File: src/rtl/data_memory.sv
// Single-port synchronous data memory that completes each request after a
// fixed number of clock edges and reports completion with a one-cycle ready.
module data_memory #(
    parameter int ADDR_WIDTH = 7,
    parameter int DATA_WIDTH = 8,
    parameter int LATENCY    = 2
) (
    input  logic                  clk,
    input  logic                  reset,
    input  logic                  en,
    input  logic                  read,
    input  logic                  write,
    input  logic [ADDR_WIDTH-1:0] address,
    input  logic [DATA_WIDTH-1:0] input_data,
    output logic [DATA_WIDTH-1:0] output_data,
    output logic                  ready
);

    typedef enum logic [1:0] {
        S_IDLE,
        S_WAIT,
        S_DONE
    } state_t;

    state_t                r_state;
    logic [3:0]            r_count;
    logic [ADDR_WIDTH-1:0] r_addr;
    logic [DATA_WIDTH-1:0] r_data;
    logic                  r_isWrite;
    logic                  r_ready;
    logic [DATA_WIDTH-1:0] r_outData;
    logic [DATA_WIDTH-1:0] r_mem [2**ADDR_WIDTH];

    state_t                w_nextState;
    logic [3:0]            w_nextCount;
    logic                  w_valid;
    logic                  w_latch;
    logic                  w_access;
    logic [ADDR_WIDTH-1:0] w_accAddr;
    logic [DATA_WIDTH-1:0] w_accData;
    logic                  w_accWrite;
    logic                  w_memWrite;

    assign w_valid    = en & (read ^ write);
    assign w_memWrite = w_access & w_accWrite & ~reset;

    // With LATENCY=1 the access happens on the accepting edge, so it must use
    // the live inputs; every later access uses the latched request.
    always_comb begin
        w_nextState = r_state;
        w_nextCount = r_count;
        w_latch     = 1'b0;
        w_access    = 1'b0;
        w_accAddr   = r_addr;
        w_accData   = r_data;
        w_accWrite  = r_isWrite;
        case (r_state)
            S_IDLE: begin
                if (w_valid) begin
                    w_latch = 1'b1;
                    if (LATENCY == 1) begin
                        w_access    = 1'b1;
                        w_accAddr   = address;
                        w_accData   = input_data;
                        w_accWrite  = write;
                        w_nextState = S_DONE;
                    end else begin
                        w_nextCount = 4'(LATENCY - 1);
                        w_nextState = S_WAIT;
                    end
                end
            end
            S_WAIT: begin
                if (!en) begin
                    w_nextCount = 4'd0;
                    w_nextState = S_IDLE;
                end else begin
                    w_nextCount = r_count - 4'd1;
                    if (r_count == 4'd1) begin
                        w_access    = 1'b1;
                        w_nextState = S_DONE;
                    end
                end
            end
            S_DONE: begin
                w_nextState = S_IDLE;
            end
            default: begin
                w_nextState = S_IDLE;
            end
        endcase
    end

    always_ff @(posedge clk or posedge reset) begin
        if (reset) begin
            r_state   <= S_IDLE;
            r_count   <= 4'd0;
            r_addr    <= '0;
            r_data    <= '0;
            r_isWrite <= 1'b0;
            r_ready   <= 1'b0;
            r_outData <= '0;
        end else begin
            r_state <= w_nextState;
            r_count <= w_nextCount;
            r_ready <= (w_nextState == S_DONE);
            if (w_latch) begin
                r_addr    <= address;
                r_data    <= input_data;
                r_isWrite <= write;
            end
            if (w_access && !w_accWrite) begin
                r_outData <= r_mem[w_accAddr];
            end
        end
    end

    // Array contents survive reset; writes are blocked while reset is held.
    always_ff @(posedge clk) begin
        if (w_memWrite) begin
            r_mem[w_accAddr] <= w_accData;
        end
    end

    assign output_data = r_outData;
    assign ready       = r_ready;

endmodule

File: config.mk
export PLATFORM = sky130hd
export DESIGN_NAME = data_memory
export DESIGN_NICKNAME = d
export VERILOG_FILES = /design/src/rtl/data_memory.sv
export SDC_FILE = /design/constraint.sdc
export NUM_CORES = 1
export LEC_CHECK = 0
export CAP_MARGIN = 5
export CORE_ASPECT_RATIO = 0.5
export CORE_MARGIN = 1
export CORE_UTILIZATION = 51
export DETAILED_ROUTE_END_ITERATION = 7
export PLACE_DENSITY_LB_ADDON = 0.12
export SYNTH_ARGS = -nofsm -noshare
export SYNTH_HDL_FRONTEND = slang
export SYNTH_SLANG_ARGS = --single-unit
File: constraint.sdc
create_clock -name clk -period 5.6 [get_ports clk]
set_clock_uncertainty 0.1 [all_clocks]
set_input_delay 0.56 -clock clk [delete_from_list [all_inputs] [get_ports clk]]
set_output_delay 0.56 -clock clk [all_outputs]
set_load 0.05 [all_outputs]
Word level (Yosys, flattened, before mapping):

Memory sizes are Yosys's and may differ from the RTL's. A register that Yosys moved wholly into a read port is not among the register bits.
Cells that the tools add are included.

* register bits after elaboration: 23
* memory bits (writable): 1024
* input port bits: 20
* word-level logic and storage cells: 36
* memories kept: 1

Memories
* r_mem: depth 128, width 8, rd ports 1, clocked after Yosys merged registers in 1, wr ports 1, line 32 `logic [DATA_WIDTH-1:0] r_mem [2**ADDR_WIDTH];`

* add/sub/neg operators: 1
* equal/unequal tests: 4
* multiplexer cells: 14
* bitwise operators: 5
* reductions and logical operators: 5

Operators by type and width (number)
* two-way mux 4 bit: 2
* case mux 4 bit (2 select lines): 1
* two-way mux 1 bit: 7
* two-way mux 2 bit: 3
* equality test 4 x 1 -> 1 bit (second input constant): 1
* case mux 2 bit (2 select lines): 1
* subtractor 4 x 1 -> 4 bit (second input constant): 1
* AND 1 bit: 3
* equality test 2 x 1 -> 1 bit (second input constant): 1
* equality test 2 bit (second input constant): 1
* zero test 2 bit: 1
* != test 2 bit (second input constant): 1
* AND reduction 2 bit: 1
* nonzero test 2 bit: 1
* logical AND 1 bit: 1
* zero test 1 bit: 1
* NOT 1 bit: 1
* bitwise XOR 1 bit: 1

Logic depth before layout (Yosys ltp):

* depth after elaboration: 8
* mapped depth: 11
* mapped depth without buffers: 8

Worst setup path after synthesis:

Ideal clock, no wire load.

* path kind: input to register
* start: input reset
* end: memory r_mem[38][0], enable pin
* setup time: 0.370 ns
* data arrival time: 2.441 ns
* data required time: 5.130 ns
* setup slack: 2.688 ns
* stages: 6
* buffers on the path: 2
* cells stage by stage: inv_1 and3_1 buf_2 nand3_1 clkbuf_1 nor2_1

* word-level cells in the longest chain between the ends: 4

RTL lines
* start: declaration: line 9 `input logic reset,`
* NOT 1 bit: line 45 `assign w_memWrite = w_access & w_accWrite & ~reset;`
* AND 1 bit: line 45
* two-way mux 1 bit: line 120 `if (w_memWrite) begin`
* two-way mux 1 bit (not written as such): line 121 `r_mem[w_accAddr] <= w_accData;`
* end: declaration: line 32

Every way passes these cells.

==> impl_metrics.ini <==
[floorplanning]
die_w_um = 406.4
core_area_um2 = 80190
start_util = 0.5200
die_area_um2 = 82990
pin_count = 29
die_y_um = 204.2
placementRows = 73

[clock_tree]
cts_tree = done
clk_pin_slew_ns = 0.08
post_cts_buffers = 0
cts_root_buffer = clkbuf_16
ctsHoldBuffers = 0
cts_resized = 0
cts_htree_levels = 3
cts-buffers-inserted = 92
clk-insertion-delay-late_ns = 0.70
clock_sinks = 1055
cts-root-to-sink-buffers = 3

[hold_path]
hold_path.class = in2async

[yosys]
synthArstFlopShare = 0.02938
syn-mean-instance-area_um2 = 17.46
synth_edf_count = 1024
synth-main-ff-cell = edfxtp_1
postSynthCellCount = 2388
synth_seq_cells = 1055
ys_types = 82
synth_seq_area_share = 0.7559
postSynthNetCount = 2410
syn_area_um2 = 41700
ys.warnings.count = 0

[sta]
relSlewSlack = 0.1911
fmax_mhz = 228.7
slew_violations = 0
tightest_slew_ns = 1.212
setup_tns_ns = 0
setup_viol = 0
fin_crit_sh = 0.7809
fin_crit_ns = 4.373
rsz0062_at_grt = false
report.final.hold_viol_count = 0

[layout]
layout_commonest_cell = edfxtp_1
utilization = 0.5763
layout_common_cells = 1024 x edfxtp_1, 177 x nor2_1, 135 x nand2_1
synthToLayoutAreaGrowth_pct = 10.81
antenna_cells = 0
drive_gt1_frac = 0.1576
nets = 2451

[grt]
grtUsageTotal = 0.3051
antenna_found_initial = 2
grt_pass1_vias = 23130
grt_max_degree = 83
overflow = 0
grt_first_pass_wirelength_um = 176600

[critical_path]
worst-setup-path-type = reg2reg
max_stage_delay_ns = 0.98
required_ns = 6.11
arrival_ns = 4.88
critPathSlowestCell = a221oi_1
path_cells = buf_4 -> and3_1 -> buf_4 -> a211oi_1 -> a221oi_1 -> o221ai_1 -> a41oi_1
worstSetupStartpointType = register
end_kind = register
cp_common_cell = buf_4
crit_fanout = 35

[power_and_ir_drop]
p_leak_nw = 14.55
powerDensity_nw_per_um2 = 523.9
ir_worst_vdd_mv = 0.5309
total_power_mw = 24.21

[routing]
postRouteWirelength_um = 124900
avgRoutedWirePerCell_um = 34.75
drc_errors = 0
viasPerCell = 6.700
drtPass1Iterations = 6
detail-route-antenna-nets = 0
drt_iter0_markers = 4075
vias = 24080

[status]
status = completed

[placed_design]
portBuffers = 28
place_congestion = 0.9192
post-dp-hpwl_um = 76090

[job]
drv_cap = 0
[registers in the layout (all words and copies together), names as in the netlist]
name         flops
output_data      8
r_addr           7
r_count          4
r_data           8
r_isWrite        1
r_mem         1024
r_state          2
ready            1
[report_power, final]
part / internal (mW) / total, mW / switching (mW)
sequential: 9.70 / 10.7 / 0.953
clock: 3.73 / 6.67 / 2.93
combinational: 2.13 / 6.89 / 4.76
total: 15.6 / 24.2 / 8.65
[synthesized netlist by cell type (all sizes together) (5+ instances only)]
master / instances / area (um^2)
edfxtp: 1024 / 30750
nor2: 180 / 683.2
nand2: 137 / 514.2
buf: 116 / 769.5
a221oi: 100 / 875.8
mux2i: 97 / 970.9
mux4: 79 / 1817
o21ai: 64 / 320.3
mux2: 61 / 686.9
a21oi: 57 / 285.3
a22oi: 52 / 390.4
clkbuf: 46 / 172.7
o2bb2ai: 34 / 297.8
dfrtp: 31 / 775.7
a221o: 27 / 270.3
nand2b: 19 / 118.9
a22o: 17 / 148.9
a211oi: 16 / 120.1
nand3: 16 / 80.08
a31oi: 12 / 75.07
and2: 12 / 75.08
o211ai: 12 / 90.09
o22ai: 12 / 75.07
inv: 11 / 41.29
a222oi: 10 / 100.1
nor2b: 10 / 62.56
nand3b: 8 / 60.06
nor3: 8 / 45.04
o221a: 7 / 78.83
o221ai: 7 / 61.31
a311oi: 6 / 52.55
and3: 6 / 37.54
and3b: 5 / 43.79
nor3b: 5 / 47.54
nor4: 5 / 31.28
or3b: 5 / 43.79
[worst max-delay path, delay by kind of cell, from the launching register on]
family | cells | cell delay, ns
buffers and inverters | 2 | 0.89
flip-flops | 1 | 0.90
AO/OA/AOI/OAI | 4 | 1.69
AND/OR/NAND/NOR | 1 | 0.64
[per-layer routing]
| layer | part of all wire | wire length (um) | global-route usage |
|---|---|---|---|
| met1 | 0.42 | 52060 | 0.4549 |
| met2 | 0.43 | 53430 | 0.4284 |
| met3 | 0.13 | 16430 | 0.1069 |
| met4 | 0.024 | 2970 | 0.07398 |
| met5 | 0 | 0 | 0 |
[cells by family (layout without fill, tap and decap cells)]
group / Yosys count / after routing / share of synthesized area
AOI/OAI and AO/OA: 485 / 485 / 0.08886
and+or+nand+nor: 432 / 432 / 0.04701
muxes: 237 / 237 / 0.08331
DFF: 1055 / 1055 / 0.7559
xor gates and xnor gates: 3 / 3 / 0.0006301
adders and majority gates: 2 / 2 / 0.0005999
buffers and inverters: 174 / 293 / 0.02367
[final cells by class]
type                       instances  area (um^2)
clock buffer                     123         2481
timing repair buffer             109        913.4
fill                            6034        33980
sequential                      1055        31570
clock inverter                    49        606.8
inverter                          12        45.04
multi-input combinational       1159         9240
tap                             1087         1360
[per-stage QoR]
stage | hold WS (ns) | setup slack [ns] | cells | cell area, um^2
final | 0.2421 | 1.227 | 3594 | 46210
after global routing | 0.2795 | 1.192 | 3594 | 46210
after CTS | 0.2100 | 1.491 | 3594 | 46210
after detailed placement | 0.4488 | 1.471 | 3422 | 43130
after global placement | 0.4445 | 1.535 | 3422 | 43130
after floorplan | 0.3926 | 2.688 | 2388 | 41710
[worst paths after layout]
check | depth (start not counted) | startpoint | slack (ns) | endpoint
min in group clk | 3 | input_data[6] | 0.30 | r_data[6]
max in group asynchronous | 3 | reset | 4.73 | r_addr[1]
max reg2reg | 7 | r_addr[2] | 1.23 | output_data[5]
min | 3 | reset | 0.24 | r_addr[6]
min reg2reg | 1 | r_count[0] | 0.46 | r_count[0]
max | 7 | r_addr[2] | 1.23 | output_data[5]
No activity file was read; power rests on OpenSTA's default activity.
